===== src/rtl/melodia_pkg.sv =====
// Shared types and constants for the melody sequencer: state enum, table entry
// layout, default note frequencies and the default 25-entry song.
package melodia_pkg;

   localparam int unsigned NOTA_W_PKG  = 16;
   localparam int unsigned DUR_W_PKG   = 3;
   localparam int unsigned LEN_CANCION = 25;

   typedef enum logic [1:0] {
      REPOSO   = 2'd0,
      SONANDO  = 2'd1,
      SILENCIO = 2'd2
   } estado_t;

   typedef struct packed {
      logic [NOTA_W_PKG-1:0] nota;
      logic [DUR_W_PKG-1:0]  dur;
   } entrada_t;

   // Default note frequencies in Hz
   localparam logic [NOTA_W_PKG-1:0] DO4  = 16'd261;
   localparam logic [NOTA_W_PKG-1:0] RE4  = 16'd293;
   localparam logic [NOTA_W_PKG-1:0] MI4  = 16'd329;
   localparam logic [NOTA_W_PKG-1:0] FA4  = 16'd349;
   localparam logic [NOTA_W_PKG-1:0] SOL4 = 16'd392;
   localparam logic [NOTA_W_PKG-1:0] LA4  = 16'd440;
   localparam logic [NOTA_W_PKG-1:0] SIB4 = 16'd466;
   localparam logic [NOTA_W_PKG-1:0] DO5  = 16'd523;

   // Default song; out-of-range indices return silence with duration 1
   function automatic entrada_t cancion(input logic [31:0] i);
      entrada_t e;
      e.nota = '0;
      e.dur  = 3'd1;
      case (i)
         32'd0:  e.nota = DO4;
         32'd1:  e.nota = DO4;
         32'd2:  e.nota = RE4;
         32'd3:  e.nota = DO4;
         32'd4:  e.nota = FA4;
         32'd5:  begin e.nota = MI4; e.dur = 3'd2; end
         32'd6:  e.nota = DO4;
         32'd7:  e.nota = DO4;
         32'd8:  e.nota = RE4;
         32'd9:  e.nota = DO4;
         32'd10: e.nota = SOL4;
         32'd11: begin e.nota = FA4; e.dur = 3'd2; end
         32'd12: e.nota = DO4;
         32'd13: e.nota = DO4;
         32'd14: e.nota = DO5;
         32'd15: e.nota = LA4;
         32'd16: e.nota = FA4;
         32'd17: e.nota = MI4;
         32'd18: begin e.nota = RE4; e.dur = 3'd2; end
         32'd19: e.nota = SIB4;
         32'd20: e.nota = SIB4;
         32'd21: e.nota = LA4;
         32'd22: e.nota = FA4;
         32'd23: e.nota = SOL4;
         32'd24: begin e.nota = FA4; e.dur = 3'd4; end
         default: e.dur = 3'd1;
      endcase
      return e;
   endfunction

endpackage


===== src/rtl/tabla_melodia.sv =====
// Combinational melody ROM: index -> {nota, dur}. Indices at or beyond LEN read
// as silence with a one-unit duration.
module tabla_melodia
   import melodia_pkg::*;
#(
   parameter int unsigned NOTE_W = 16,
   parameter int unsigned DUR_W  = 3,
   parameter int unsigned LEN    = 25,
   parameter int unsigned IDX_W  = $clog2(LEN)
) (
   input  logic [IDX_W-1:0]  idx,
   output logic [NOTE_W-1:0] nota,
   output logic [DUR_W-1:0]  dur
);

   entrada_t e;

   // Table lookup with out-of-range guard
   always_comb begin
      e.nota = '0;
      e.dur  = 3'd1;
      if (32'(idx) < LEN) begin
         e = cancion(32'(idx));
      end
   end

   assign nota = NOTE_W'(e.nota);
   assign dur  = DUR_W'(e.dur);

endmodule


===== src/rtl/secuenciador_melodia.sv =====
// Melody sequencer: steps through the note table, timing each note in tempo
// units of TICK_DIV cycles followed by GAP_CYC silent cycles.
// Optional feature: define SECUENCIA_BUCLE_EN to let `bucle` wrap playback.
module secuenciador_melodia
   import melodia_pkg::*;
#(
   parameter int unsigned NOTE_W   = 16,
   parameter int unsigned DUR_W    = 3,
   parameter int unsigned LEN      = 25,
   parameter int unsigned IDX_W    = $clog2(LEN),
   parameter int unsigned TICK_DIV = 12_500_000,
   parameter int unsigned GAP_CYC  = 1_250_000
) (
   input  logic              clk,
   input  logic              rst_n,
   input  logic              inicio,
   input  logic              parar,
   input  logic              pausa,
   input  logic              bucle,
   output logic [NOTE_W-1:0] nota,
   output logic              valido,
   output logic [IDX_W-1:0]  indice,
   output logic              ocupado,
   output logic              fin
);

   // Width guards keep a 1-bit counter when the natural width would be zero
   localparam int unsigned PRE_W = (TICK_DIV > 1) ? $clog2(TICK_DIV) : 1;
   localparam int unsigned GAP_W = (GAP_CYC > 0) ? $clog2(GAP_CYC + 1) : 1;

   localparam logic [PRE_W-1:0] PRE_ULT = PRE_W'(TICK_DIV - 1);
   localparam logic [GAP_W-1:0] GAP_ULT = (GAP_CYC > 0) ? GAP_W'(GAP_CYC - 1) : '0;
   localparam logic [IDX_W-1:0] IDX_ULT = IDX_W'(LEN - 1);

   estado_t           estado;
   logic [PRE_W-1:0]  presc;
   logic [DUR_W-1:0]  unidad;
   logic [GAP_W-1:0]  gap;
   logic [DUR_W-1:0]  dur_q;

   logic [IDX_W-1:0]  idx_sig;
   logic [NOTE_W-1:0] rom_nota;
   logic [DUR_W-1:0]  rom_dur;
   logic [DUR_W-1:0]  dur_ef;
   logic              ultimo;
   logic              fin_nota;
   logic              fin_gap;
   logic              avanzar;
   logic              repetir;

   // The ROM always looks one entry ahead: the entry to load when a note starts
   always_comb begin
      idx_sig = indice + IDX_W'(1);
      if (estado == REPOSO || indice == IDX_ULT) begin
         idx_sig = '0;
      end
   end

   tabla_melodia #(
      .NOTE_W (NOTE_W),
      .DUR_W  (DUR_W),
      .LEN    (LEN),
      .IDX_W  (IDX_W)
   ) u_tabla (
      .idx  (idx_sig),
      .nota (rom_nota),
      .dur  (rom_dur)
   );

   assign dur_ef   = (rom_dur == '0) ? DUR_W'(1) : rom_dur;
   assign ultimo   = (indice == IDX_ULT);
   assign fin_nota = (estado == SONANDO) && (presc == PRE_ULT) &&
                     (unidad == dur_q - DUR_W'(1));
   assign fin_gap  = (estado == SILENCIO) && (gap == GAP_ULT);
   // Without a gap the next note follows directly from the end of the current one
   assign avanzar  = (GAP_CYC == 0) ? fin_nota : fin_gap;

`ifdef SECUENCIA_BUCLE_EN
   assign repetir = bucle;
`else
   // bucle is read but has no effect in this build
   assign repetir = bucle & 1'b0;
`endif

   // Sequencer state, counters and registered outputs
   always_ff @(posedge clk) begin
      if (!rst_n || parar) begin
         estado  <= REPOSO;
         presc   <= '0;
         unidad  <= '0;
         gap     <= '0;
         dur_q   <= '0;
         indice  <= '0;
         nota    <= '0;
         valido  <= 1'b0;
         ocupado <= 1'b0;
         fin     <= 1'b0;
      end else if (!pausa) begin
         fin <= 1'b0;
         if (avanzar) begin
            presc  <= '0;
            unidad <= '0;
            gap    <= '0;
            if (!ultimo || repetir) begin
               estado  <= SONANDO;
               indice  <= idx_sig;
               nota    <= rom_nota;
               valido  <= 1'b1;
               ocupado <= 1'b1;
               dur_q   <= dur_ef;
               fin     <= ultimo;
            end else begin
               // Sequence complete: indice stays on the last entry
               estado  <= REPOSO;
               nota    <= '0;
               valido  <= 1'b0;
               ocupado <= 1'b0;
               fin     <= 1'b1;
            end
         end else begin
            unique case (estado)
               REPOSO: begin
                  if (inicio) begin
                     estado  <= SONANDO;
                     indice  <= idx_sig;
                     nota    <= rom_nota;
                     valido  <= 1'b1;
                     ocupado <= 1'b1;
                     dur_q   <= dur_ef;
                     presc   <= '0;
                     unidad  <= '0;
                  end
               end
               SONANDO: begin
                  if (presc == PRE_ULT) begin
                     presc <= '0;
                     if (unidad == dur_q - DUR_W'(1)) begin
                        unidad <= '0;
                        estado <= SILENCIO;
                        nota   <= '0;
                        valido <= 1'b0;
                        gap    <= '0;
                     end else begin
                        unidad <= unidad + DUR_W'(1);
                     end
                  end else begin
                     presc <= presc + PRE_W'(1);
                  end
               end
               SILENCIO: gap <= gap + GAP_W'(1);
               default:  estado <= REPOSO;
            endcase
         end
      end
   end

endmodule

===== config.mk =====
export PLATFORM = sky130hd
export DESIGN_NAME = secuenciador_melodia
export DESIGN_NICKNAME = d
export VERILOG_FILES = /design/src/rtl/melodia_pkg.sv /design/src/rtl/tabla_melodia.sv /design/src/rtl/secuenciador_melodia.sv
export SDC_FILE = /design/constraint.sdc
export NUM_CORES = 1
export LEC_CHECK = 0
export CORE_ASPECT_RATIO = 1.75
export CORE_MARGIN = 1.5
export CORE_UTILIZATION = 35
export CTS_CLUSTER_DIAMETER = 100
export DETAILED_ROUTE_END_ITERATION = 12
export GPL_TIMING_DRIVEN = 0
export PLACE_DENSITY_LB_ADDON = 0.1
export SLEW_MARGIN = 20
export SYNTH_ARGS = -nofsm -noshare
export SYNTH_HDL_FRONTEND = slang
export SYNTH_SLANG_ARGS = --single-unit

===== constraint.sdc =====
create_clock -name clk -period 2.83 [get_ports clk]
set_input_delay 0.4245 -clock clk [delete_from_list [all_inputs] [get_ports clk]]
set_output_delay 0.4245 -clock clk [all_outputs]
set_load 0.02 [all_outputs]

After elaboration in Yosys (flattened, before gate mapping):

Cells that the tools add are included.

* $add $sub $neg: 5
* magnitude comparators: 1
* equality and inequality tests: 35
* multiplexer cells: 48
* bitwise operators: 1
* reduce and logical (&&, ||, !) cells: 26

Operators with widths (count)
* 2-to-1 mux 16 bit: 5
* case mux 10 bit (8 select lines): 1
* 2-to-1 mux 24 bit: 3
* 2-to-1 mux 21 bit: 3
* equality test 5 bit, second input constant: 10
* case mux 24 bit (2 select lines): 1
* case mux 21 bit (2 select lines): 1
* equality test 5 x 4 -> 1 bit, second input constant: 8
* case mux 16 bit (2 select lines): 1
* 2-to-1 mux 3 bit: 9
* 2-to-1 mux 5 bit: 5
* adder 24 x 1 -> 24 bit, second input constant: 1
* equality test 24 bit, second input constant: 1
* adder 21 x 1 -> 21 bit, second input constant: 1
* equality test 21 bit, second input constant: 1
* equality test 5 x 3 -> 1 bit, second input constant: 4
* 2-to-1 mux 19 bit: 1
* case mux 3 bit (2 select lines): 2
* AND reduction 4 bit: 3
* equality test 5 x 2 -> 1 bit, second input constant: 2
* 2-to-1 mux 1 bit: 10
* AND reduction 5 bit: 2
* 2-to-1 mux 2 bit: 4
* OR reduction 2 bit: 4
* other kinds (26): 33

* bits in registers: 77
* logic and storage cells: 126

Longest topological paths before layout:

* word-level depth: 12
* gate-level depth with buffers: 10
* mapped depth without buffers: 9

Cells and area by module:

A second synthesis with hierarchy kept.

* cells, all modules: 578
* area, all modules: 4608.2 sq um

Modules (own cells, without submodules)
* secuenciador_melodia: times used 1, cells an instance 505, area each 4096.4 sq um, seq. area each 1541.5 sq um
* tabla_melodia: times used 1, cells an instance 73, area each 511.7 sq um, seq. area each 0.0 sq um

Worst setup path before layout:

Ideal clock, no wire load.

* path kind: register to register
* start point: register indice[0]
* end point: register nota[8]
* setup time: 74 ps
* arrival: 2720 ps
* data required time: 2756 ps
* setup slack: 36 ps
* stages on the path, launching flop included: 11
* path buffers: 1
* clock period less this slack: 2794 ps
* cells stage by stage: dfxtp_1 > clkbuf_1 > inv_1 > ha_1 > o21ai_0 > a211oi_1 > or4_1 > a2111oi_0 > a31o_2 > nor4bb_1 > o21ai_0

* longest elaborated chain between the ends: 10
* elaborated cells on any way between the ends: 43
* those cells by class: add/sub: 1; order compare: 1; eq/ne: 25; mux: 7; reduce/logical: 9

RTL lines
* from (decl): line secuenciador_melodia.sv:22 `output logic [IDX_W-1:0] indice,`
* from (signal assigned): line secuenciador_melodia.sv:106 `indice <= idx_sig;`
* from (signal assigned): line secuenciador_melodia.sv:125 `indice <= idx_sig;`
* parallel branches: the longest is 9 deep, another holds adder 5 x 1 -> 5 bit
* 2-to-1 mux 16 bit *: line secuenciador_melodia.sv:100 `if (avanzar) begin`
* to (signal assigned): line secuenciador_melodia.sv:107 `nota <= rom_nota;`
* to (signal assigned): line secuenciador_melodia.sv:126 `nota <= rom_nota;`
* to (decl): line secuenciador_melodia.sv:20 `output logic [NOTE_W-1:0] nota,`

Every way passes the cells marked *. The select of a mux whose other input is x is not followed.
A chain may end at the register's enable or synchronous reset.

Final worst setup path:

* start point: register gap[13]
* end point: register estado[0]

* longest elaborated chain between the ends: 4
* elaborated cells on any way between the ends: 8
* those cells by class: eq/ne: 5; mux: 1; reduce/logical: 2

RTL lines
* from (decl): line secuenciador_melodia.sv:38 `logic [GAP_W-1:0] gap;`
* from (signal assigned): line secuenciador_melodia.sv:150 `SILENCIO: gap <= gap + GAP_W'(1);`
* equality test 21 bit *: line secuenciador_melodia.sv:74 `assign fin_gap = (estado == SILENCIO) && (gap == GAP_ULT);`
* logical AND 1 bit *: line secuenciador_melodia.sv:74
* inequality test 3 x 2 -> 1 bit (no line), or another cell as far along
* AND reduction 5 bit (no line)
* to (signal assigned): line secuenciador_melodia.sv:88 `estado <= REPOSO;`
* to (signal assigned): line secuenciador_melodia.sv:105 `estado <= SONANDO;`
* to (signal assigned): line secuenciador_melodia.sv:114 `estado <= REPOSO;`
* to (decl): line secuenciador_melodia.sv:35 `estado_t estado;`

Every way passes the cells marked *; elsewhere a longest branch is shown, timed or not.

==> impl_metrics.tcl <==
set metrics [dict create \
    p_leak_nw 1.62 \
    clkLatencyLatePin_ps 340 \
    reg2regPathDepth 7 \
    top_layer "met4" \
    postLayoutCoreUtil 0.439 \
    peakVddDrop_mv 0.326 \
    finalWorstPathRequiredPeriod_ps 2740 \
    syn_avg_cell_area_um2 8.05 \
    viasPerCell 5.47 \
    nets 551 \
    r2r_setup_slack_ps 90 \
    cpPeakStageDelay_ps 550 \
    drtPass1Iterations 4 \
    crit_buf_inv 0 \
    io_pins 30 \
    setup_viol 0 \
    clkTransAtPathRegs_ps 60 \
    drt-met1-wl_um 4200 \
    rr_endpoint "estado[0]" \
    cts_tree "yes" \
    synth-seq-cells 71 \
    area_growth_pct 22.5 \
    wl_met3_um 333 \
    core_mm2 0.0111 \
    grt_usage 0.180 \
    wl_per_cell_um 15.5 \
    post-route-worst-setup-slack_ps 94.5 \
    syn_inst 494 \
    timing.slew.headroom 0.598 \
    tightest_slew_ps 601 \
    end_kind "register" \
    grt_pass1_vias 3572 \
    drtIter0Drc 146 \
    holdWs_ps 452 \
    power_switching_mw 0.505 \
    cts_sinks 71 \
    cts_htree_levels 3 \
    grt-ovfl-total 0 \
    drv_cap 0 \
    min_from "nota[2]" \
    synth_edf_count 0 \
    slew_violations 0 \
    num_antenna_cells 0 \
    cts_inserted_buffers 9 \
    drive_above_1_share 0.117 \
    vias 3678 \
    grt_pass1_wl_um 17400 \
    cts_root_buffer "clkbuf_16" \
    cp.arrival_ps 3000 \
    ys.flop_type "dfxtp_1" \
    clock_power_share 0.526 \
    fmax_ghz 0.366 \
    setup.worst_path.class "register to register" \
    synth_seq_area_share 0.357 \
    fp.dieH_um 144 \
    n_fill_cell 1181 \
    design_area_mm2 0.00487 \
    fp.dieArea_mm2 0.0120 \
    pwr-share-seq 0.426 \
    swShare 0.213 \
    post-place-ws_ps -375 \
    min_to "nota[2]" \
    dr_wl_met2_um 5520 \
    hold_class "register to register" \
    power.share.combinational 0.048 \
    placed_area_mm2 0.00437 \
    gp_congestion 0.876 \
    start_kind "register" \
    start_util 0.358 \
    die_w_um 83.6 \
    netlist_area_mm2 0.00398 \
    row_count 51 \
    status "finished, final reports clean" \
    path_cells "or4b_4 > or4_4 > o31ai_4 > nor2_2 > or4_4 > a211o_1 > a21oi_2" \
    skew_ps 7.59 \
    wirelength_um 10400 \
    io_buffers 21 \
    synthDistinctLibCells 61 \
    critPathTopFamily "simple AND/OR/NAND/NOR gates" \
    hold_viol_final 0 \
    critPathMaxFanout 4 \
    fin_setup_tns_ps 0 \
    cts_hold_buf 0 \
    slowest_stage "or4b_4" \
    worstPathRequired_ps 3100 \
    cts_buffer_depth 2 \
    antenna_found_initial 0 \
    worstHoldPathCells 2 \
    drc 0 \
    grt_max_degree 12 \
    async_flop_share 0 \
    place_hpwl_um 7830 \
    intPower_mw 1.86 \
    path_common_cell "or4_4" \
    power_density_mw_per_mm2 486 \
    antenna_left 0 \
    min_period_over_period 0.967 \
    synth_warnings 0 \
    r2r_start "gap[13]" \
]
==> synth_stat cells (2+ instances only) <==
| master | n | area, um2 |
|---|---|---|
| nor2b_1 | 7 | 43.8 |
| and2_1 | 6 | 37.5 |
| a311oi_1 | 3 | 26.3 |
| o21ai_1 | 2 | 10.0 |
| mux2i_1 | 6 | 60.1 |
| nor3_1 | 16 | 80.1 |
| o21ai_0 | 23 | 115 |
| nand4b_1 | 2 | 17.5 |
| nor4bb_1 | 2 | 20.0 |
| or4_4 | 2 | 22.5 |
| or4_1 | 4 | 30.0 |
| xnor2_1 | 22 | 193 |
| and4_1 | 4 | 35.0 |
| a21o_1 | 3 | 22.5 |
| dfxtp_1 | 71 | 1420 |
| or3_1 | 9 | 56.3 |
| clkbuf_1 | 18 | 67.6 |
| buf_2 | 2 | 10.0 |
| inv_1 | 15 | 56.3 |
| a211oi_1 | 2 | 15.0 |
| nand2b_1 | 7 | 43.8 |
| or4b_1 | 3 | 30.0 |
| o211ai_1 | 4 | 30.0 |
| nor4b_1 | 5 | 43.8 |
| buf_4 | 6 | 45.0 |
| ha_1 | 10 | 125 |
| nor2_1 | 60 | 225 |
| and4b_1 | 2 | 20.0 |
| nor4_1 | 9 | 56.3 |
| nor3b_1 | 3 | 22.5 |
| o22ai_1 | 2 | 12.5 |
| xor2_1 | 23 | 201 |
| a21oi_1 | 22 | 110 |
| nand3_1 | 30 | 150 |
| nand2_1 | 47 | 176 |
| nand4_1 | 10 | 62.6 |
| and3_1 | 8 | 50.1 |
==> placed cells by master (no fill, tap or decap), types with 10 or more instances in the layout <==
master	synthesis	layout
clkdlybuf4s50_1	0	21
nand3_1	30	29
xnor2_1	22	22
ha_1	10	10
inv_1	15	14
xor2_1	23	23
clkbuf_1	18	10
nor2_1	60	59
nor3_1	16	14
nand4_1	10	10
dfxtp_1	71	67
o21ai_0	23	22
buf_4	6	11
a21oi_1	22	21
nand2_1	47	45
==> metal layers <==
| metal | global-route usage | vias up |
|---|---|---|
| li1 | - | 1827 |
| met1 | 0.196 | 1738 |
| met2 | 0.328 | 83 |
| met3 | 0.0320 | 30 |
| met4 | 0.100 | 0 |
| met5 | 0 | - |
==> through the flow <==
stage / power, mW / instances
after floorplan: 1.11 / 499
after global placement: 1.14 / 652
after detailed placement: 1.14 / 652
after CTS: 2.40 / 669
after global routing: 2.45 / 672
final: 2.37 / 672
==> cells by family (layout without fill, tap and decap cells) <==
family | after synthesis | count (layout) | synth area share
AO/OA/AOI/OAI | 77 | 77 | 0.125
other | 1 | 6 | 0.000943
AND/OR/NAND/NOR | 240 | 240 | 0.317
flip-flops | 71 | 71 | 0.357
buffers and inverters | 42 | 83 | 0.0459
multiplexers | 6 | 6 | 0.0151
XOR/XNOR | 46 | 46 | 0.105
adder cells (fa/ha/maj) | 11 | 11 | 0.0340
==> how the worst max path moves through the flow <==
stage / from / to / slack (ps) / depth (start not counted)
6_report: gap[13] / estado[0] / 90 / 7
3_3_place_gp: gap[15] / gap[9] / -340 / 7
4_1_cts: gap[13] / gap[15] / 0.8 / 8
5_1_grt: gap[10] / presc[18] / -1 / 6
3_5_place_dp: indice[0] / nota[8] / -380 / 10
2_1_floorplan: indice[0] / nota[8] / 40 / 10
==> repair_timing <==
item	in CTS	in global routing
setup buffers	1	3
endpoints found under the setup margin	38	55
pin swaps	3	5
cloned	0	0
gates resized for setup	16	35
==> sequential cells by signal (all words and copies together), names as in the netlist <==
signal and flops:
dur_q 3, estado 2, fin 1, gap 21
indice 5, nota 10, ocupado 1, presc 24
unidad 3, valido 1
==> power groups by stage <==
stage | Combinational (mW) | Clock [mW] | Sequential, mW
6_report | 0.115 | 1.25 | 1.01
5_1_grt | 0.126 | 1.32 | 1.01
4_1_cts | 0.112 | 1.28 | 1.01
3_5_place_dp | 0.109 | 0 | 1.03
3_3_place_gp | 0.110 | 0 | 1.03
2_1_floorplan | 0.0730 | 0 | 1.03
==> worst reg2reg max path: cells and delay by family, from the launching register on <==
kind / cells / cell delay (ps)
AND/OR/NAND/NOR: 4 / 1640
AO/OA/AOI/OAI: 3 / 690
flip-flops: 1 / 330
==> layout make-up <==
type	instances	area, um2	share of cell area
well taps	132	165	0.0339
repair buffers	25	240	0.0493
clock inverters	3	65.1	0.0134
flip-flops and latches	71	1430	0.293
multi-input cells	386	2510	0.515
clock buffers	13	260	0.0534
plain buffers	27	146	0.0300
inverters	15	56.3	0.0116
Power figures use the tool's default switching activity.
